--- config.mk ---
export PLATFORM = sky130hd
export DESIGN_NAME = uart_rx_flat
export DESIGN_NICKNAME = d
export VERILOG_FILES = /design/src/rtl/uart_pkg.sv /design/src/rtl/uart_rx_if.sv /design/src/rtl/sync_2ff.sv /design/src/rtl/uart_rx.sv /design/src/flat_wrapper.sv
export SDC_FILE = /design/constraint.sdc
export NUM_CORES = 1
export LEC_CHECK = 0
export CELL_PAD_IN_SITES_DETAIL_PLACEMENT = 2
export CELL_PAD_IN_SITES_GLOBAL_PLACEMENT = 2
export CORE_MARGIN = 10
export CORE_UTILIZATION = 42
export DETAILED_ROUTE_END_ITERATION = 10
export PLACE_DENSITY = 0.84
export SYNTH_ARGS = -nofsm -noshare
export SYNTH_HDL_FRONTEND = slang
export SYNTH_HIERARCHICAL = 1
export SYNTH_SLANG_ARGS = --single-unit
export TNS_END_PERCENT = 5
--- constraint.sdc ---
create_clock -name clk -period 5.23 [get_ports clk]
set_input_delay 1.046 -clock clk [delete_from_list [all_inputs] [get_ports clk]]
set_output_delay 1.046 -clock clk [all_outputs]
set_load 0.02 [all_outputs]
--- src/rtl/uart_pkg.sv ---
// uart_pkg: shared UART state encoding and bit-timing helper used by uart_rx and uart_tx
package uart_pkg;
  typedef enum logic [2:0] {IDLE, START, DATA, PARITY, STOP} state_t;
  function automatic int calc_rate_cnt(input int clk_fre, input int rate);
    return clk_fre * 1_000_000 / rate - 1;
  endfunction
endpackage

--- src/rtl/uart_rx_if.sv ---
// uart_rx_if: received-byte bus; master = receiver (drives recv_valid/recv_data/recv_busy/recv_err), slave = consumer
interface uart_rx_if;
  logic       recv_valid;
  logic [7:0] recv_data;
  logic       recv_busy;
  logic       recv_err;
  modport master (output recv_valid, recv_data, recv_busy, recv_err);
  modport slave  (input  recv_valid, recv_data, recv_busy, recv_err);
endinterface

--- src/rtl/sync_2ff.sv ---
// sync_2ff: generic 2-flop synchronizer; ports clk, rst_n (async active-low), d (async in), q (synced out)
module sync_2ff #(
  parameter logic RESET_VAL = 1'b1
) (
  input  logic clk,
  input  logic rst_n,
  input  logic d,
  output logic q
);
  logic m;
  always_ff @(posedge clk or negedge rst_n)
    if (!rst_n) {q, m} <= {2{RESET_VAL}};
    else        {q, m} <= {m, d};
endmodule

--- src/rtl/uart_rx.sv ---
// uart_rx: 8-bit LSB-first UART receiver with mid-bit sampling; optional even parity via UART_RX_PARITY_EN
// Ports: clk, rst_n (async active-low), rx_pin (async serial in, idle high),
//        bus (uart_rx_if.master: recv_valid, recv_data, recv_busy, recv_err)
module uart_rx
  import uart_pkg::*;
#(
  parameter int CLK_FRE   = 50,
  parameter int UART_RATE = 115200
) (
  input  logic            clk,
  input  logic            rst_n,
  input  logic            rx_pin,
  uart_rx_if.master       bus
);
  localparam int RATE_CNT = calc_rate_cnt(CLK_FRE, UART_RATE);
  localparam int HALF_CNT = RATE_CNT / 2;
  localparam logic [2:0] S_IDLE   = 3'(IDLE);
  localparam logic [2:0] S_START  = 3'(START);
  localparam logic [2:0] S_DATA   = 3'(DATA);
  localparam logic [2:0] S_STOP   = 3'(STOP);
`ifdef UART_RX_PARITY_EN
  localparam logic [2:0] S_PARITY = 3'(PARITY);
  localparam logic [2:0] S_AFTER_DATA = S_PARITY;
`else
  localparam logic [2:0] S_AFTER_DATA = S_STOP;
`endif
  logic [2:0]  state;
  logic [20:0] clk_cnt;
  logic [2:0]  bit_cnt;
  logic [7:0]  shift_r;
  logic        rx_s, rx_s_d;
  logic        valid, err;
  logic [7:0]  data;
  logic        stop_ok;
  wire fall     = rx_s_d & ~rx_s;
  wire at_rate  = clk_cnt == 21'(RATE_CNT);
  wire at_half  = clk_cnt == 21'(HALF_CNT);
  sync_2ff #(.RESET_VAL(1'b1)) u_sync (.clk(clk), .rst_n(rst_n), .d(rx_pin), .q(rx_s));
`ifdef UART_RX_PARITY_EN
  logic par_err;
  assign stop_ok = rx_s & ~par_err;
`else
  assign stop_ok = rx_s;
`endif
  always_ff @(posedge clk or negedge rst_n)
    if (!rst_n) begin
      state   <= S_IDLE;
      clk_cnt <= '0;
      bit_cnt <= '0;
      shift_r <= '0;
      rx_s_d  <= 1'b1;
      valid   <= 1'b0;
      err     <= 1'b0;
      data    <= '0;
`ifdef UART_RX_PARITY_EN
      par_err <= 1'b0;
`endif
    end else begin
      rx_s_d <= rx_s;
      valid  <= 1'b0;
      err    <= 1'b0;
      case (state)
        S_IDLE: if (fall) begin
          clk_cnt <= '0;
          state   <= S_START;
        end
        S_START: if (at_half) begin
          clk_cnt <= '0;
          bit_cnt <= '0;
          state   <= rx_s ? S_IDLE : S_DATA;
        end else clk_cnt <= clk_cnt + 21'd1;
        S_DATA: if (at_rate) begin
          shift_r <= {rx_s, shift_r[7:1]};
          clk_cnt <= '0;
          bit_cnt <= bit_cnt + 3'd1;
          state   <= bit_cnt == 3'd7 ? S_AFTER_DATA : S_DATA;
        end else clk_cnt <= clk_cnt + 21'd1;
`ifdef UART_RX_PARITY_EN
        S_PARITY: if (at_rate) begin
          par_err <= ^{shift_r, rx_s};
          clk_cnt <= '0;
          state   <= S_STOP;
        end else clk_cnt <= clk_cnt + 21'd1;
`endif
        S_STOP: if (at_rate) begin
          // returning at mid-stop-bit leaves half a bit to catch a back-to-back start edge
          valid   <= stop_ok;
          err     <= ~stop_ok;
          data    <= stop_ok ? shift_r : data;
          clk_cnt <= '0;
          state   <= S_IDLE;
        end else clk_cnt <= clk_cnt + 21'd1;
        default: state <= S_IDLE;
      endcase
    end
  assign bus.recv_valid = valid;
  assign bus.recv_err   = err;
  assign bus.recv_data  = data;
  assign bus.recv_busy  = state != S_IDLE;
endmodule

--- src/flat_wrapper.sv ---
// flat-port wrapper written by rule: the top's interface ports become plain ports
module uart_rx_flat import uart_pkg::*;
#(
  parameter int CLK_FRE   = 50,
  parameter int UART_RATE = 115200
)
  (clk, rst_n, rx_pin, bus_recv_valid, bus_recv_data, bus_recv_busy, bus_recv_err);
  uart_rx_if bus_i ();
  input  logic clk;
  input  logic rst_n;
  input  logic rx_pin;
  output wire logic [$bits(bus_i.recv_valid)-1:0] bus_recv_valid;
  output wire logic [$bits(bus_i.recv_data)-1:0] bus_recv_data;
  output wire logic [$bits(bus_i.recv_busy)-1:0] bus_recv_busy;
  output wire logic [$bits(bus_i.recv_err)-1:0] bus_recv_err;
  assign bus_recv_valid = bus_i.recv_valid;
  assign bus_recv_data = bus_i.recv_data;
  assign bus_recv_busy = bus_i.recv_busy;
  assign bus_recv_err = bus_i.recv_err;
  uart_rx #(.CLK_FRE(CLK_FRE), .UART_RATE(UART_RATE)) u_core (.clk(clk), .rst_n(rst_n), .rx_pin(rx_pin), .bus(bus_i));
endmodule
[Word-level counts from Yosys, hierarchy flattened]
Cells that the tools add are included.
Word-level totals
  flip-flop bits (word level): 48
  input bits: 3
  output and inout bits: 11
  logic and storage cells: 52
Cells by class
  add/sub/neg operators: 2
  equality and inequality tests: 10
  multiplexer cells: 18
  bitwise gates (word level): 2
  reduce and logical (&&, ||, !) cells: 10
Operator list (count)
  $mux 21: 3
  $pmux 21 s3: 1
  $add 21x1->21 const B: 1
  $eq 21x8->1 const B: 1
  $eq 21x9->1 const B: 1
  $mux 3: 7
  $pmux 3 s4: 1
  $ne 2x1->1 const B: 4
  $eq 3x3->1 const B: 2
  $pmux 3 s2: 1
  $reduce_and 3->1: 2
  $reduce_bool 3->1: 2
  $mux 1: 4
  $reduce_and 2->1: 2
  $reduce_and 4->1: 1
  $add 3x1->3 const B: 1
  $eq 3x1->1 const B: 1
  $eq 3x2->1 const B: 1
  $logic_not 3->1: 1
  $mux 2: 1
  $reduce_bool 2->1: 1
  $reduce_or 2->1: 1
  $and 1x1->1: 1
  $not 1->1: 1

[Longest topological paths before layout]
Gate-level depths: netlist of the first run.
  word-level depth: 4
  depth in mapped cells: 8
  mapped depth without buffers: 7

[Hierarchy]
Netlist of the first run, hierarchy kept.
By module, submodules not included
  uart_rx: instances 1, cells each 228, area an instance 2396.0 um^2, sequential area each 1152.4 um^2
  sync_2ff: instances 1, cells each 2, area an instance 52.6 um^2, sequential area each 52.6 um^2

[Worst setup path before layout of the first run]
No wires, ideal clock.
  path kind: register -> register
  start: reg u_core.clk_cnt[9]
  end: reg u_core.clk_cnt[11]
  setup time: 0.137 ns
  arrival: 1.936 ns
  required time: 5.093 ns
  slack: 3.157 ns
  stages on the path, launching flop included: 7
  buffers on the path: 1
  clock period less this slack: 2.073 ns
  path through: dfrtp_1 -> nor4_2 -> nand4_4 -> o41a_1 -> nor2_1 -> buf_4 -> a21oi_1
On the way
  longest elaborated chain between the ends: 3
  elaborated cells between the ends (all ways): 6
  those cells by class: add/sub (1); eq/ne (2); mux (3)
Ends and longest elaborated chain
  from (decl): line uart_rx.sv:28  | logic [20:0] clk_cnt;
  from (signal assigned): line uart_rx.sv:71  | end else clk_cnt <= clk_cnt + 21'd1;
  from (signal assigned): line uart_rx.sv:77  | end else clk_cnt <= clk_cnt + 21'd1;
  from (signal assigned): line uart_rx.sv:92  | end else clk_cnt <= clk_cnt + 21'd1;
  $add 21x1->21, or another cell as far along: line uart_rx.sv:71, uart_rx.sv:77, uart_rx.sv:92
  $mux 21 (on tied branches): line uart_rx.sv:72, uart_rx.sv:85, uart_rx.sv:67
  $pmux 21 s3 *: line uart_rx.sv:62  | case (state)
Every way passes the cells marked *; elsewhere a longest branch is shown, timed or not.
A chain may end at the register's enable or synchronous reset.

[Worst setup path after layout of the first run]
  start: reg u_core.state[1]
  end: out bus_recv_busy
On the way
  longest elaborated chain between the ends: 1
Ends and longest elaborated chain
  from (decl): line uart_rx.sv:27  | logic [2:0] state;
  from (signal assigned): line uart_rx.sv:70  | state <= rx_s ? S_IDLE : S_DATA;
  from (signal assigned): line uart_rx.sv:76  | state <= bit_cnt == 3'd7 ? S_AFTER_DATA : S_DATA;
  $reduce_bool 3->1: line uart_rx.sv:99  | assign bus.recv_busy = state != S_IDLE;
  to (decl): line flat_wrapper.sv:14  | output wire logic [$bits(bus_i.recv_busy)-1:0] bus_recv_busy;
Every way passes these cells.

==> results.json, run 1 <==
{
  "path_class": "register to output port",
  "n_antenna_cell": 0,
  "hold_path.class": "register to register",
  "synth_top_flop_cell": "dfrtp_1",
  "fp.dieW_um": 96.4,
  "dpl_cell_area_um2": 2630,
  "synthAdderAreaFrac_pct": 2.96,
  "fillers": 581,
  "status": "completed",
  "die_h_um": 96.4,
  "post-route-util_pct": 49.6,
  "netlist.area_leader.share_pct": 46.0,
  "syn_nets": 238,
  "critPathSlowestCell": "clkdlybuf4s50_1",
  "cts_hold_buf": 0,
  "fin_area_um2": 2770,
  "period_needed_ns": 3.11,
  "overflow": 0,
  "htree_num_levels": 2,
  "setup_viol": 0,
  "fin_crit_sh_pct": 59.4,
  "path_max_fanout": 13,
  "area.growth.synth_to_final_pct": 13.0,
  "worst_hold_path.num_cells": 0,
  "ys_top_cells_by_count": "45 x dfrtp_1, 17 x a21oi_1, 17 x nand2_1, 16 x mux2_1, 16 x nor2_1",
  "slowest_delay_ns": 0.57,
  "synth_compound_area_share_pct": 12.8,
  "crit_path_end_kind": "output port",
  "grt_start_max_net_pins": 49,
  "required_ns": 4.18,
  "cts_tree": "done",
  "root_buffer": "clkbuf_8",
  "cts_setup_buffers": 0,
  "synth_top_family_by_area": "simple AND/OR/NAND/NOR gates",
  "insertion_delay_ns": 0.30,
  "leakagePower_nw": 1.21,
  "vdd_ir_drop_max_v": 0.000155,
  "pin_count": 14,
  "via_count": 1900,
  "syn_area_per_cell_um2": 10.6,
  "async_reset_ff_share_pct": 100,
  "cp_cell_sequence": "nor3_1 -> inv_1 -> clkdlybuf4s50_1",
  "nets": 251,
  "synth_edf_count": 0,
  "cts.sinks": 48,
  "grtUsageTotal_pct": 16.0,
  "r2r_start": "u_core/clk_cnt[17]",
  "slew_violations": 0,
  "routed_via_density": 6.01,
  "routed_wl_mm": 6.78,
  "worst-slew-pin-transition_ns": 1.10,
  "cts_resized": 0,
  "start_util_pct": 43.9,
  "cts_made_buffers": 5,
  "ys_ff_latch": 48,
  "drt-initial-drc-count": 28,
  "rsz0062_at_grt": "false",
  "hold_viol": 0,
  "path_clk_slew_ns": 0.09,
  "yosysSeqAreaShare_pct": 49.2,
  "relSlewSlack_pct": 26.5,
  "grt_pass1_wl_mm": 11.5,
  "max-cap-violations": 0,
  "dieArea_um2": 9280,
  "r2r_slack_ns": 2.35,
  "max_freq_mhz": 322,
  "p_per_area_nw_per_um2": 360,
  "place.gp.congestion": 0.762,
  "synth_cells": 230,
  "skew_ns": 0.00655,
  "synth_cell_types": 44,
  "tns_ns": 0,
  "synth_area_um2": 2450,
  "hold_end": "u_core/u_sync/q",
  "yosys.area_share.simple_pct": 20.4,
  "drt_first_pass_iters": 4,
  "yosys_warnings": 6,
  "core_um2": 5570,
  "synthXorXnorAreaFrac_pct": 3.93,
  "worstHoldStart": "u_core/u_sync/m",
  "cp.arrival_ns": 2.06,
  "drive_above_1_share_pct": 8.61,
  "synth_most_common_cell": "dfrtp_1",
  "wire_per_inst_um": 21.4,
  "drc": 0,
  "start_kind": "register",
  "yosys-top-cells-area": "dfrtp_1 46%, mux2_1 7.4%, xnor2_1 3.9%",
  "drtAntennaViolNets": 0,
  "reg2regPathDepth": 5,
  "grt_pass1_vias": 2158,
  "place_hpwl_mm": 4.58,
  "fp-row-count": 27,
  "synthMuxAreaShare_pct": 7.77,
  "grt_antenna_before_repair": 0,
  "port_buffers": 13,
  "synth_top_area_cell": "dfrtp_1",
  "reg2reg_to": "u_core/clk_cnt[11]",
  "clock_path_buffers": 2
}
[through the flow]
step | hold WS [ns] | worst slack (ns) | std cells | power [W]
after CTS | 0.366 | 2.11 | 316 | 0.00101
after floorplan | 0.345 | 3.16 | 230 | 0.000601
after global routing | 0.373 | 2.01 | 316 | 0.00106
after global placement | 0.352 | 2.56 | 308 | 0.000665
final | 0.364 | 2.12 | 316 | 0.000997
after detailed placement | 0.352 | 2.40 | 308 | 0.000681
[sequential cells by signal, indices dropped and copies added, names as in the netlist]
| name | cells |
|---|---|
| u_core/clk_cnt | 21 |
| u_core/bus.recv_data | 8 |
| u_core/shift_r | 8 |
| u_core/bit_cnt | 3 |
| u_core/state | 3 |
| u_core/bus.recv_err | 1 |
| u_core/bus.recv_valid | 1 |
| u_core/rx_s_d | 1 |
| u_core/u_sync/m | 1 |
| u_core/u_sync/q | 1 |
[worst max path at each step]
stage,depth (start not counted),startpoint,end
after floorplan,6,u_core/clk_cnt[9],u_core/clk_cnt[11]
after global placement,5,u_core/clk_cnt[15],u_core/clk_cnt[6]
after detailed placement,5,u_core/clk_cnt[17],u_core/clk_cnt[11]
after CTS,3,u_core/state[1],bus_recv_busy
after global routing,3,u_core/state[1],bus_recv_busy
final,3,u_core/state[1],bus_recv_busy
[cell type report]
| type | count | area, um2 | area share [%] |
|---|---|---|---|
| Multi-Input combinational cell | 165 | 1170 | 42.4 |
| Clock inverter | 2 | 60.1 | 2.17 |
| Inverter | 9 | 33.8 | 1.22 |
| Sequential cell | 48 | 1200 | 43.6 |
| Clock buffer | 6 | 72.6 | 2.62 |
| Tap cell | 72 | 90.1 | 3.26 |
| Timing Repair Buffer | 14 | 133 | 4.79 |
[critical path: cells and delay by family (launching register included)]
| family | cells | cell delay, ns |
|---|---|---|
| buffers and inverters | 2 | 0.69 |
| flip-flops | 1 | 0.54 |
| AND/OR/NAND/NOR | 1 | 0.53 |
[power by group]
group          internal, W  switching, W
sequential        0.000395     0.0000458
combinational    0.0000756      0.000162
clock             0.000191      0.000128
total             0.000662      0.000335
[cells in the final DEF, fill, tap and decap left out, drive strengths merged, types with 9 or more instances in the layout]
cell           Yosys  final
nor2              17     17
clkdlybuf4s50      0     12
mux2              16     16
a21oi             17     17
xnor2             11     11
nor3              12     12
dfrtp             45     45
nand3             10     10
nand2             18     18
inv                9      9
[cells by family after synthesis]
logic type,Yosys count
and+or+nand+nor,85
DFF,48
AOI/OAI and AO/OA,46
xor gates and xnor gates,11
muxes,17
buffers and inverters,17
adders and majority gates,6
[layer usage]
layer	share of wire, %	wire length, um	track usage [%]
met5	0	0	0
met4	2.4	161	6.05
met3	2.3	159	2.96
met2	52	3550	27.9
met1	43	2910	19.2
(Power assumes the default switching activity.)
==> run 2: changes to the inputs <==
--- a/config.mk
+++ b/config.mk
@@ -8,9 +8,9 @@
 export CELL_PAD_IN_SITES_DETAIL_PLACEMENT = 2
 export CELL_PAD_IN_SITES_GLOBAL_PLACEMENT = 2
 export CORE_MARGIN = 10
-export CORE_UTILIZATION = 42
+export CORE_UTILIZATION = 39
 export DETAILED_ROUTE_END_ITERATION = 10
-export PLACE_DENSITY = 0.84
+export PLACE_DENSITY = 0.79
 export SYNTH_ARGS = -nofsm -noshare
 export SYNTH_HDL_FRONTEND = slang
 export SYNTH_HIERARCHICAL = 1
==> constraint.sdc (replaced) <==
create_clock -name clk -period 3.1 [get_ports clk]
set_input_delay 0.62 -clock clk [delete_from_list [all_inputs] [get_ports clk]]
set_output_delay 0.62 -clock clk [all_outputs]
set_load 0.02 [all_outputs]
==> run 2 against run 1 <==
Net effect:
- die area increased by 6.1%
- register-to-register slack got worse by 1.6 ns
- routed wire length decreased by 4.7%
- core utilization decreased by 3.1 points
==> results.json, run 2 (synthesis results as in run 1) <==
{
  "fin_crit_sh_pct": 85.4,
  "root_buffer": "clkbuf_8",
  "start_kind": "register",
  "cts_tree": "done",
  "grt_antenna_before_repair": 0,
  "place_hpwl_mm": 4.66,
  "grt_pass1_vias": 2035,
  "routed_wl_mm": 6.46,
  "cts_setup_buffers": 0,
  "max_freq_mhz": 378,
  "layout_common_cells": "45 x dfrtp_1, 17 x nand2_1, 17 x a21oi_1",
  "die_h_um": 99.2,
  "fp-row-count": 28,
  "hold_viol": 0,
  "cts_made_buffers": 5,
  "rsz0062_at_grt": "false",
  "layout_commonest_cell": "dfrtp_1",
  "routed_via_density": 5.73,
  "drive_above_1_share_pct": 9.35,
  "fin_area_um2": 2790,
  "n_antenna_cell": 0,
  "drt_first_pass_iters": 4,
  "wire_per_inst_um": 20.1,
  "insertion_delay_ns": 0.31,
  "cts.sinks": 48,
  "timing.final.ws_setup_ns": 0.454,
  "start_util_pct": 40.9,
  "reg2reg_to": "u_core/clk_cnt[6]",
  "drt-initial-drc-count": 79,
  "period_needed_ns": 2.65,
  "pin_count": 14,
  "hold_path.class": "input port to async pin",
  "grt_start_max_net_pins": 29,
  "max-cap-violations": 0,
  "r2r_start": "u_core/clk_cnt[2]",
  "reg2regPathDepth": 6,
  "setup_viol": 0,
  "place.gp.congestion": 0.768,
  "tns_ns": 0,
  "core_um2": 5990,
  "drtAntennaViolNets": 0,
  "skew_ns": 0.00903,
  "via_count": 1839,
  "pre_cts_slack_ns": 0.752,
  "htree_num_levels": 2,
  "cp.arrival_ns": 2.03,
  "path_clk_slew_ns": 0.09,
  "fp.dieW_um": 99.2,
  "top_register": "u_core/clk_cnt",
  "drc": 0,
  "slew_violations": 0,
  "leakagePower_nw": 1.22,
  "dpl_cell_area_um2": 2650,
  "relSlewSlack_pct": 63.1,
  "grtUsageTotal_pct": 13.9,
  "port_buffers": 13,
  "p_per_area_nw_per_um2": 604,
  "path_class": "register to output port",
  "largest_reg_flops": 21,
  "r2r_slack_ns": 0.74,
  "status": "completed",
  "cts_hold_buf": 0,
  "vdd_ir_drop_max_v": 0.000336,
  "cts_resized": 0,
  "overflow": 0,
  "grt_pass1_wl_mm": 11.1,
  "crit_path_end_kind": "output port",
  "area.growth.synth_to_final_pct": 13.7,
  "path_max_fanout": 13,
  "required_ns": 2.48,
  "clock_path_buffers": 2,
  "nets": 253,
  "worst-slew-pin-transition_ns": 0.552,
  "dieArea_um2": 9850
}
## run 2: cell types whose count changed in the layout (fill, tap and decap cells not counted), sizes merged
cell,delta
buf,+2
## run 2: metrics by stage
| stage | utilization, % | power, W | std cells | hold WS [ns] |
|---|---|---|---|---|
| finish | 46.5 | 0.00168 | 321 | 0.275 |
| global route | 46.5 | 0.00179 | 321 | 0.297 |
| floorplan | - | 0.00101 | 230 | 0.324 |
| CTS | 46.5 | 0.00171 | 321 | 0.288 |
| detailed placement | 44.3 | 0.00116 | 313 | 0.348 |
| global placement | 44.3 | 0.00115 | 313 | 0.347 |
## run 2: worst max path at each step
| stage | end | from | slack [ns] | cells past startpoint |
|---|---|---|---|---|
| finish | bus_recv_busy | u_core/state[1] | 0.45 | 3 |
| detailed placement | u_core/shift_r[4] | u_core/clk_cnt[1] | 0.75 | 6 |
| floorplan | u_core/clk_cnt[11] | u_core/clk_cnt[9] | 1.03 | 6 |
| CTS | bus_recv_busy | u_core/state[1] | 0.42 | 3 |
| global placement | u_core/clk_cnt[6] | u_core/clk_cnt[2] | 0.78 | 6 |
| global route | bus_recv_busy | u_core/state[1] | 0.25 | 3 |
## run 2: worst max-delay path: stages (launching register included)
cell,delay [ns]
dfrtp_1,0.54
nor3_1,0.46
inv_1,0.15
clkdlybuf4s50_1,0.58
## run 2: layer usage
layer	part of all wire [%]	global-route usage, %	wire length [um]	vias up
met5	0	0	0	-
met4	1.3	3.97	82	0
met3	2.3	2.91	146	5
met2	50	22.6	3230	15
met1	47	18.0	3010	964
li1	-	-	-	855
## run 2: area by class of cell
| type | count | area (um2) |
|---|---|---|
| sequential | 48 | 1200 |
| clock buffer | 6 | 72.6 |
| clock inverter | 2 | 60.1 |
| fill | 622 | 3210 |
| inverter | 9 | 33.8 |
| timing repair buffer | 16 | 148 |
| multi-input combinational | 165 | 1170 |
| tap | 75 | 93.8 |
## run 2: power by group
part | switching, W | internal, W
Clock | 0.000211 | 0.000322
Combinational | 0.000272 | 0.000137
Sequential | 0.0000743 | 0.000667
